===== src/rtl/cva6_rvfi_commit_tracker.sv =====
// RVFI commit tracker: records insn/operands at issue by transaction ID and
// emits one registered RVFI record per committing port with a 64-bit order.
//
// Ports
//   clk_i, rst_ni            clock, async active-low reset
//   flush_i                  invalidates every table entry, drops same-cycle issue writes
//   issue_*                  per issue port: ack, table index, insn, compressed flag, rs values
//   commit_*                 per commit port: ack, drop, table index, pc, rd, write data
//   ex_valid_i, ex_cause_i   exception on commit port 0
//   priv_lvl_i               current privilege level
//   rvfi_*                   registered retirement records, valid one cycle after commit
//   lookup_err_o             a record in this cycle read an invalid table entry
//
// Optional feature macro: RVFI_RSVAL_CAPTURE_EN
//   defined   : rs1/rs2 values stored per entry and reported
//   undefined : no rs storage, rvfi_rs1_rdata_o / rvfi_rs2_rdata_o tied to 0
module cva6_rvfi_commit_tracker #(
    parameter int unsigned NR_ISSUE_PORTS  = 1,
    parameter int unsigned NR_COMMIT_PORTS = 2,
    parameter int unsigned TRANS_ID_BITS   = 3,
    parameter int unsigned XLEN            = 64,
    parameter int unsigned VLEN            = 64
) (
    input  logic                                           clk_i,
    input  logic                                           rst_ni,
    input  logic                                           flush_i,
    input  logic [NR_ISSUE_PORTS-1:0]                      issue_ack_i,
    input  logic [NR_ISSUE_PORTS-1:0][TRANS_ID_BITS-1:0]   issue_pointer_i,
    input  logic [NR_ISSUE_PORTS-1:0][31:0]                instruction_i,
    input  logic [NR_ISSUE_PORTS-1:0]                      is_compressed_i,
    input  logic [NR_ISSUE_PORTS-1:0][XLEN-1:0]            rs1_val_i,
    input  logic [NR_ISSUE_PORTS-1:0][XLEN-1:0]            rs2_val_i,
    input  logic [NR_COMMIT_PORTS-1:0]                     commit_ack_i,
    input  logic [NR_COMMIT_PORTS-1:0]                     commit_drop_i,
    input  logic [NR_COMMIT_PORTS-1:0][TRANS_ID_BITS-1:0]  commit_pointer_i,
    input  logic [NR_COMMIT_PORTS-1:0][VLEN-1:0]           commit_pc_i,
    input  logic [NR_COMMIT_PORTS-1:0][4:0]                commit_rd_i,
    input  logic [NR_COMMIT_PORTS-1:0][XLEN-1:0]           commit_wdata_i,
    input  logic                                           ex_valid_i,
    input  logic [XLEN-1:0]                                ex_cause_i,
    input  logic [1:0]                                     priv_lvl_i,
    output logic [NR_COMMIT_PORTS-1:0]                     rvfi_valid_o,
    output logic [NR_COMMIT_PORTS-1:0][63:0]               rvfi_order_o,
    output logic [NR_COMMIT_PORTS-1:0][31:0]               rvfi_insn_o,
    output logic [NR_COMMIT_PORTS-1:0]                     rvfi_trap_o,
    output logic [XLEN-1:0]                                rvfi_cause_o,
    output logic [NR_COMMIT_PORTS-1:0][VLEN-1:0]           rvfi_pc_rdata_o,
    output logic [NR_COMMIT_PORTS-1:0][XLEN-1:0]           rvfi_rs1_rdata_o,
    output logic [NR_COMMIT_PORTS-1:0][XLEN-1:0]           rvfi_rs2_rdata_o,
    output logic [NR_COMMIT_PORTS-1:0][4:0]                rvfi_rd_addr_o,
    output logic [NR_COMMIT_PORTS-1:0][XLEN-1:0]           rvfi_rd_wdata_o,
    output logic [1:0]                                     rvfi_mode_o,
    output logic                                           lookup_err_o
);

    localparam int unsigned DEPTH = 1 << TRANS_ID_BITS;

    // transaction table
    logic [DEPTH-1:0] valid_q, valid_d;
    logic [DEPTH-1:0] comp_q, comp_d;
    logic [31:0]      insn_q [DEPTH];
    logic [31:0]      insn_d [DEPTH];
`ifdef RVFI_RSVAL_CAPTURE_EN
    logic [XLEN-1:0]  rs1_q [DEPTH];
    logic [XLEN-1:0]  rs1_d [DEPTH];
    logic [XLEN-1:0]  rs2_q [DEPTH];
    logic [XLEN-1:0]  rs2_d [DEPTH];
`else
    logic             unused_rs;
    assign unused_rs = ^{rs1_val_i, rs2_val_i};
`endif

    logic [63:0] cnt_q, cnt_d;
    logic [63:0] run;

    logic [NR_COMMIT_PORTS-1:0] active;
    logic [NR_COMMIT_PORTS-1:0] emit;
    logic [NR_COMMIT_PORTS-1:0] hit;
    logic [NR_COMMIT_PORTS-1:0] rec_trap;

    logic [NR_COMMIT_PORTS-1:0][63:0]      rec_order;
    logic [NR_COMMIT_PORTS-1:0][31:0]      rec_insn;
    logic [NR_COMMIT_PORTS-1:0][VLEN-1:0]  rec_pc;
    logic [NR_COMMIT_PORTS-1:0][XLEN-1:0]  rec_rs1;
    logic [NR_COMMIT_PORTS-1:0][XLEN-1:0]  rec_rs2;
    logic [NR_COMMIT_PORTS-1:0][4:0]       rec_rd;
    logic [NR_COMMIT_PORTS-1:0][XLEN-1:0]  rec_wdata;
    logic [XLEN-1:0]                       rec_cause;
    logic                                  rec_err;

    // An exception claims port 0 and silences every higher port; dropped
    // retirements are active (they clear their entry) but emit nothing.
    always_comb begin
        active = '0;
        emit   = '0;
        for (int j = 0; j < NR_COMMIT_PORTS; j++) begin
            active[j] = commit_ack_i[j];
            emit[j]   = commit_ack_i[j] & ~commit_drop_i[j];
        end
        if (ex_valid_i) begin
            active    = '0;
            emit      = '0;
            active[0] = 1'b1;
            emit[0]   = 1'b1;
        end
    end

    // Emitted ports take consecutive order numbers in port order.
    always_comb begin
        run = cnt_q;
        for (int j = 0; j < NR_COMMIT_PORTS; j++) begin
            rec_order[j] = '0;
            if (emit[j]) begin
                rec_order[j] = run;
                run          = run + 64'd1;
            end
        end
        cnt_d = run;
    end

    // Record assembly from the pre-edge table contents.
    always_comb begin
        hit       = '0;
        rec_trap  = '0;
        rec_insn  = '0;
        rec_pc    = '0;
        rec_rs1   = '0;
        rec_rs2   = '0;
        rec_rd    = '0;
        rec_wdata = '0;
        rec_cause = '0;
        for (int j = 0; j < NR_COMMIT_PORTS; j++) begin
            hit[j] = valid_q[commit_pointer_i[j]];
            if (emit[j]) begin
                rec_pc[j] = commit_pc_i[j];
                if (hit[j]) begin
                    if (comp_q[commit_pointer_i[j]]) begin
                        rec_insn[j] = {16'h0, insn_q[commit_pointer_i[j]][15:0]};
                    end else begin
                        rec_insn[j] = insn_q[commit_pointer_i[j]];
                    end
`ifdef RVFI_RSVAL_CAPTURE_EN
                    rec_rs1[j] = rs1_q[commit_pointer_i[j]];
                    rec_rs2[j] = rs2_q[commit_pointer_i[j]];
`endif
                end
                if (j == 0 && ex_valid_i) begin
                    rec_trap[j] = 1'b1;
                end else begin
                    rec_rd[j] = commit_rd_i[j];
                    if (commit_rd_i[j] != 5'd0) begin
                        rec_wdata[j] = commit_wdata_i[j];
                    end
                end
            end
        end
        if (ex_valid_i) begin
            rec_cause = ex_cause_i;
        end
        rec_err = |(emit & ~hit);
    end

    // Commit clears first, then issue writes so a same-index write wins;
    // ascending port loop lets the higher issue port win; flush beats all.
    always_comb begin
        valid_d = valid_q;
        comp_d  = comp_q;
        insn_d  = insn_q;
`ifdef RVFI_RSVAL_CAPTURE_EN
        rs1_d   = rs1_q;
        rs2_d   = rs2_q;
`endif
        for (int j = 0; j < NR_COMMIT_PORTS; j++) begin
            if (active[j]) begin
                valid_d[commit_pointer_i[j]] = 1'b0;
            end
        end
        if (flush_i) begin
            valid_d = '0;
        end else begin
            for (int k = 0; k < NR_ISSUE_PORTS; k++) begin
                if (issue_ack_i[k]) begin
                    valid_d[issue_pointer_i[k]] = 1'b1;
                    comp_d[issue_pointer_i[k]]  = is_compressed_i[k];
                    insn_d[issue_pointer_i[k]]  = instruction_i[k];
`ifdef RVFI_RSVAL_CAPTURE_EN
                    rs1_d[issue_pointer_i[k]]   = rs1_val_i[k];
                    rs2_d[issue_pointer_i[k]]   = rs2_val_i[k];
`endif
                end
            end
        end
    end

    always_ff @(posedge clk_i or negedge rst_ni) begin
        if (!rst_ni) begin
            valid_q <= '0;
            comp_q  <= '0;
            cnt_q   <= '0;
            for (int i = 0; i < DEPTH; i++) begin
                insn_q[i] <= '0;
`ifdef RVFI_RSVAL_CAPTURE_EN
                rs1_q[i]  <= '0;
                rs2_q[i]  <= '0;
`endif
            end
        end else begin
            valid_q <= valid_d;
            comp_q  <= comp_d;
            cnt_q   <= cnt_d;
            insn_q  <= insn_d;
`ifdef RVFI_RSVAL_CAPTURE_EN
            rs1_q   <= rs1_d;
            rs2_q   <= rs2_d;
`endif
        end
    end

    always_ff @(posedge clk_i or negedge rst_ni) begin
        if (!rst_ni) begin
            rvfi_valid_o     <= '0;
            rvfi_order_o     <= '0;
            rvfi_insn_o      <= '0;
            rvfi_trap_o      <= '0;
            rvfi_cause_o     <= '0;
            rvfi_pc_rdata_o  <= '0;
            rvfi_rs1_rdata_o <= '0;
            rvfi_rs2_rdata_o <= '0;
            rvfi_rd_addr_o   <= '0;
            rvfi_rd_wdata_o  <= '0;
            rvfi_mode_o      <= '0;
            lookup_err_o     <= 1'b0;
        end else begin
            rvfi_valid_o     <= emit;
            rvfi_order_o     <= rec_order;
            rvfi_insn_o      <= rec_insn;
            rvfi_trap_o      <= rec_trap;
            rvfi_cause_o     <= rec_cause;
            rvfi_pc_rdata_o  <= rec_pc;
            rvfi_rs1_rdata_o <= rec_rs1;
            rvfi_rs2_rdata_o <= rec_rs2;
            rvfi_rd_addr_o   <= rec_rd;
            rvfi_rd_wdata_o  <= rec_wdata;
            rvfi_mode_o      <= priv_lvl_i;
            lookup_err_o     <= rec_err;
        end
    end

endmodule

===== config.mk =====
export PLATFORM = sky130hd
export DESIGN_NAME = cva6_rvfi_commit_tracker
export DESIGN_NICKNAME = d
export VERILOG_FILES = /design/src/rtl/cva6_rvfi_commit_tracker.sv
export SDC_FILE = /design/constraint.sdc
export NUM_CORES = 1
export LEC_CHECK = 0
export BUFFER_PORTS_ARGS = -buffer_cell sky130_fd_sc_hd__buf_2
export CAP_MARGIN = 30
export CORE_AREA = 2 2 510 512
export DETAILED_ROUTE_END_ITERATION = 12
export DIE_AREA = 0 0 512 514
export HOLD_SLACK_MARGIN = 0.08
export PLACE_DENSITY = 0.38
export SYNTH_ARGS = -nofsm -noshare
export SYNTH_HDL_FRONTEND = slang
export SYNTH_SLANG_ARGS = --single-unit

===== constraint.sdc =====
create_clock -name clk_i -period 6.97 [get_ports clk_i]
set_input_delay 0.3485 -clock clk_i [delete_from_list [all_inputs] [get_ports clk_i]]
set_output_delay 0.3485 -clock clk_i [all_outputs]
set_load 0.005 [all_outputs]

==> metrics.txt <==
CTS root buffer clkbuf_16; worst r2r path cells 11; Clock Path Buffers 3; status finished, final reports clean; area occupied by multi-input gates ~0.014 mm^2; P_leak around 25 nW; Worst path slowest cell nor3_1; WS Path Type flip-flop to flip-flop; Fmax 0.2197 GHz; Critical Path Source Type flip-flop; CTS Buf Count 110; Max FO, Critical Path 11; CP Capture Point cnt_q[62]; gp weighted congestion 0.8319; DR DRC count 0; clock sink count 864; total number of vias ~27000; Worst path most repeated cell nor4_1; number of flops mapped to enable cells by yosys 0; Skew-Pair Late Insertion Delay 0.77 ns; Die Span Y ~510 um; Pint 10.22 mW; fraction of layout instances using a drive strength above 1 37.93%; fin crit share about two thirds; switching power 3.719 mW; FF+latch area about 0.022 mm^2; Clock Skews 0.06391 ns; largest area contributor in the netlist dfrtp_1; # IOs roughly 1300; post_cts resized 0; cells after synthesis approximately 2800; CTS tree yes; Final Setup Violations 0; Synth Flop Type dfrtp_1; Sum Neg Setup Slack 0 ns; CP peak stage delay between 0.8 and 0.9 ns; final count of pins violating max slew 0; worst path required time 7.64 ns; Cell Rows between 150 and 200; RR Endpoint cnt_q[62]; Worst Hold Margin ~0.17 ns; CP endpoint kind flip-flop; dominant cells by area after synthesis dfrtp_1 (57%), mux4_2 (8.1%), mux2_2 (8.0%); Top delay family on crit path simple AND/OR/NAND/NOR gates; fillcell total around 28000; Logic pwr share a little over an eighth; mapped cell area between 0.03 and 0.04 mm^2; reg2reg setup slack 2.42 ns; crit path cell chain ha_1 > and3_1 > o21ai_1 > buf_4 > nor3_1 > nand3_1 > nor4_1 > o31a_1 > nand4_1 > nor4_1 > xnor2_1; total gr overflow 0; first-pass GRT wire length 245400 um; largest net degree at the start of global routing around 140; Flop pwr share 42.1%; die area ~0.26 mm^2; Worst-path clk slew ~0.060 ns; GRT Overall Usage roughly 13%; Sw Share around a quarter; Area growth, synth to finish 41.14%; WL final 181100 um; Cell Pwr Density ~260 mW/mm^2; routed len/inst approximately 24 um; clock network fraction of total power between 40 and 50%; Initial Util ~15%; Syn Area/Cell approximately 13 um^2; vias in the first global route approximately 29000; Post-synth ARST share 100.0%; vias per cell 3.501; Antenna Nets Post-Route 0; DP HPWL approximately 140000 um; DR pass1 iterations 5; initial antenna violation count 29; yosys warns 0; PortBufs 910; Max-Cap Viols 0; Synth top area share 57.50%; Iter 0 DRT Violations 1330; Yosys reg bits approximately 860; unrepaired setup endpoints after global routing no; Final nets approximately 4600; Data arrival, critical path about 5.2 ns; beginning of the worst register-to-register path cnt_q[1]; Distinct cells, synth between 70 and 80; final hold vios 0; Chip Width 512 um; Worst VDD drop approximately 0.21 mV; worst relative slew slack slightly above 30%; cell depth of the worst setup path 11; crit path from cnt_q[1]; post-synthesis sequential area ratio between 50% and 60%; hold crit path type primary input to flip-flop; worst slew pin tran 1.025 ns; min cycle time layout 4.551 ns; core area 0.2581 mm^2; WP buf/inv 1; H-Tree Depth 3
## cells in the final DEF, fill, tap and decap left out, types with 10 or more instances in the layout
cell type | netlist | layout
a21oi_1 | 12 | 11
and2_1 | 317 | 317
and3_1 | 87 | 87
and4_1 | 11 | 11
buf_2 | 12 | 902
buf_4 | 262 | 53
bufinv_16 | 0 | 14
clkbuf_1 | 130 | 22
clkbuf_16 | 0 | 110
clkbuf_8 | 0 | 22
clkinv_2 | 0 | 15
conb_1 | 1 | 257
dfrtp_1 | 864 | 864
diode_2 | 0 | 17
dlygate4sd3_1 | 0 | 373
inv_1 | 20 | 19
mux2_2 | 266 | 266
mux2i_1 | 66 | 66
mux4_2 | 136 | 136
nand2_1 | 57 | 55
nand2b_1 | 10 | 10
nand3_1 | 46 | 44
nand4_1 | 23 | 23
nor2_1 | 178 | 174
nor3_1 | 36 | 33
nor4_1 | 30 | 29
o21ai_0 | 13 | 13
xnor2_1 | 81 | 81
xor2_1 | 37 | 37
## through the flow
stage	setup WS [ns]	power, mW	cell area [um^2]	util, %	instances
finish	2.419	13.94	53070	20.56	7632
detailed placement	2.226	7.729	45370	17.58	7035
CTS	2.404	14.25	53000	20.54	7614
global placement	2.212	7.690	45340	17.57	7034
floorplan	3.368	6.990	38560	-	3094
global route	1.987	14.66	53040	20.55	7619
## worst min path at each step
stage                              startpoint                to  slack [ns]  depth (start not counted)
after floorplan                        rst_ni          cnt_q[0]        0.05                          0
after global placement                 rst_ni  rvfi_order_o[72]        0.45                          1
after detailed placement               rst_ni  rvfi_order_o[91]        0.46                          1
after CTS                 commit_pointer_i[1]   rvfi_insn_o[28]        0.08                          3
after global routing      commit_pointer_i[1]   rvfi_insn_o[28]        0.12                          3
final                     commit_pointer_i[1]   rvfi_insn_o[27]        0.17                          3
## synthesized netlist by cell type (12+ instances only)
cell      number
dfrtp_1      864
and2_1       317
mux2_2       266
buf_4        262
nor2_1       178
mux4_2       136
clkbuf_1     130
and3_1        87
xnor2_1       81
mux2i_1       66
nand2_1       57
nand3_1       46
xor2_1        37
nor3_1        36
nor4_1        30
nand4_1       23
inv_1         20
buf_1         18
o21ai_0       13
a21oi_1       12
buf_2         12
## kinds of logic (layout without fill, tap and decap cells)
| group | after synthesis | count (layout) | synth area share [%] |
|---|---|---|---|
| compound gates | 90 | 90 | 1.777 |
| xor+xnor | 118 | 118 | 2.748 |
| fa+ha+maj | 4 | 4 | 0.1331 |
| buf+inv | 445 | 1564 | 7.117 |
| flops | 864 | 864 | 57.50 |
| mux | 468 | 468 | 17.87 |
| other cells | 1 | 274 | 0.009973 |
| simple gates | 848 | 848 | 12.85 |
## state kept, by name (all words and copies together) (netlist names)
name and flops:
insn_q 256, rvfi_rd_addr_o 10, cnt_q 64, lookup_err_o 1, rvfi_pc_rdata_o 128, valid_q 8, rvfi_valid_o 2, rvfi_rd_wdata_o 128
rvfi_order_o 128, comp_q 8, rvfi_insn_o 64, rvfi_cause_o 64, rvfi_mode_o 2, rvfi_trap_o 1
## worst reg2reg max path: cells and delay by family, from the launching register on
kind	cells	cell delay, ns
compound gates	2	0.51
flops	1	0.42
simple gates	6	2.80
xor+xnor	1	0.16
buf+inv	1	0.21
fa+ha+maj	1	0.36
## layer usage
metal / GRT usage, % / vias up / wire length [um]
met4: 3.115 / 8 / 3573
met1: 16.55 / 13767 / 76430
li1: - / 11892 / -
met5: 0 / - / 47
met2: 22.65 / 883 / 88110
met3: 4.073 / 173 / 12890
## final cells by class
class / instances / share of cell area, %
multi-input cells: 1785 / 27.04
flip-flops and latches: 864 / 40.74
diodes: 17 / 0.08016
repair buffers: 1336 / 16.61
well taps: 3402 / 8.020
clock buffers: 154 / 5.913
clock inverters: 52 / 1.436
inverters: 22 / 0.1603
## power groups by stage
| stage | Sequential, mW | Combinational [mW] | Clock [mW] |
|---|---|---|---|
| finish | 5.87 | 1.91 | 6.17 |
| global route | 5.94 | 2.10 | 6.62 |
| CTS | 5.87 | 1.96 | 6.42 |
| detailed placement | 5.96 | 1.77 | 0 |
| global placement | 5.93 | 1.76 | 0 |
| floorplan | 5.80 | 1.19 | 0 |
## timing repair
action                    in CTS  in global routing
hold buffers                 373                  0
hold endpoints to repair     676                  0
buffers inserted               0                  0
(Power assumes the default switching activity.)
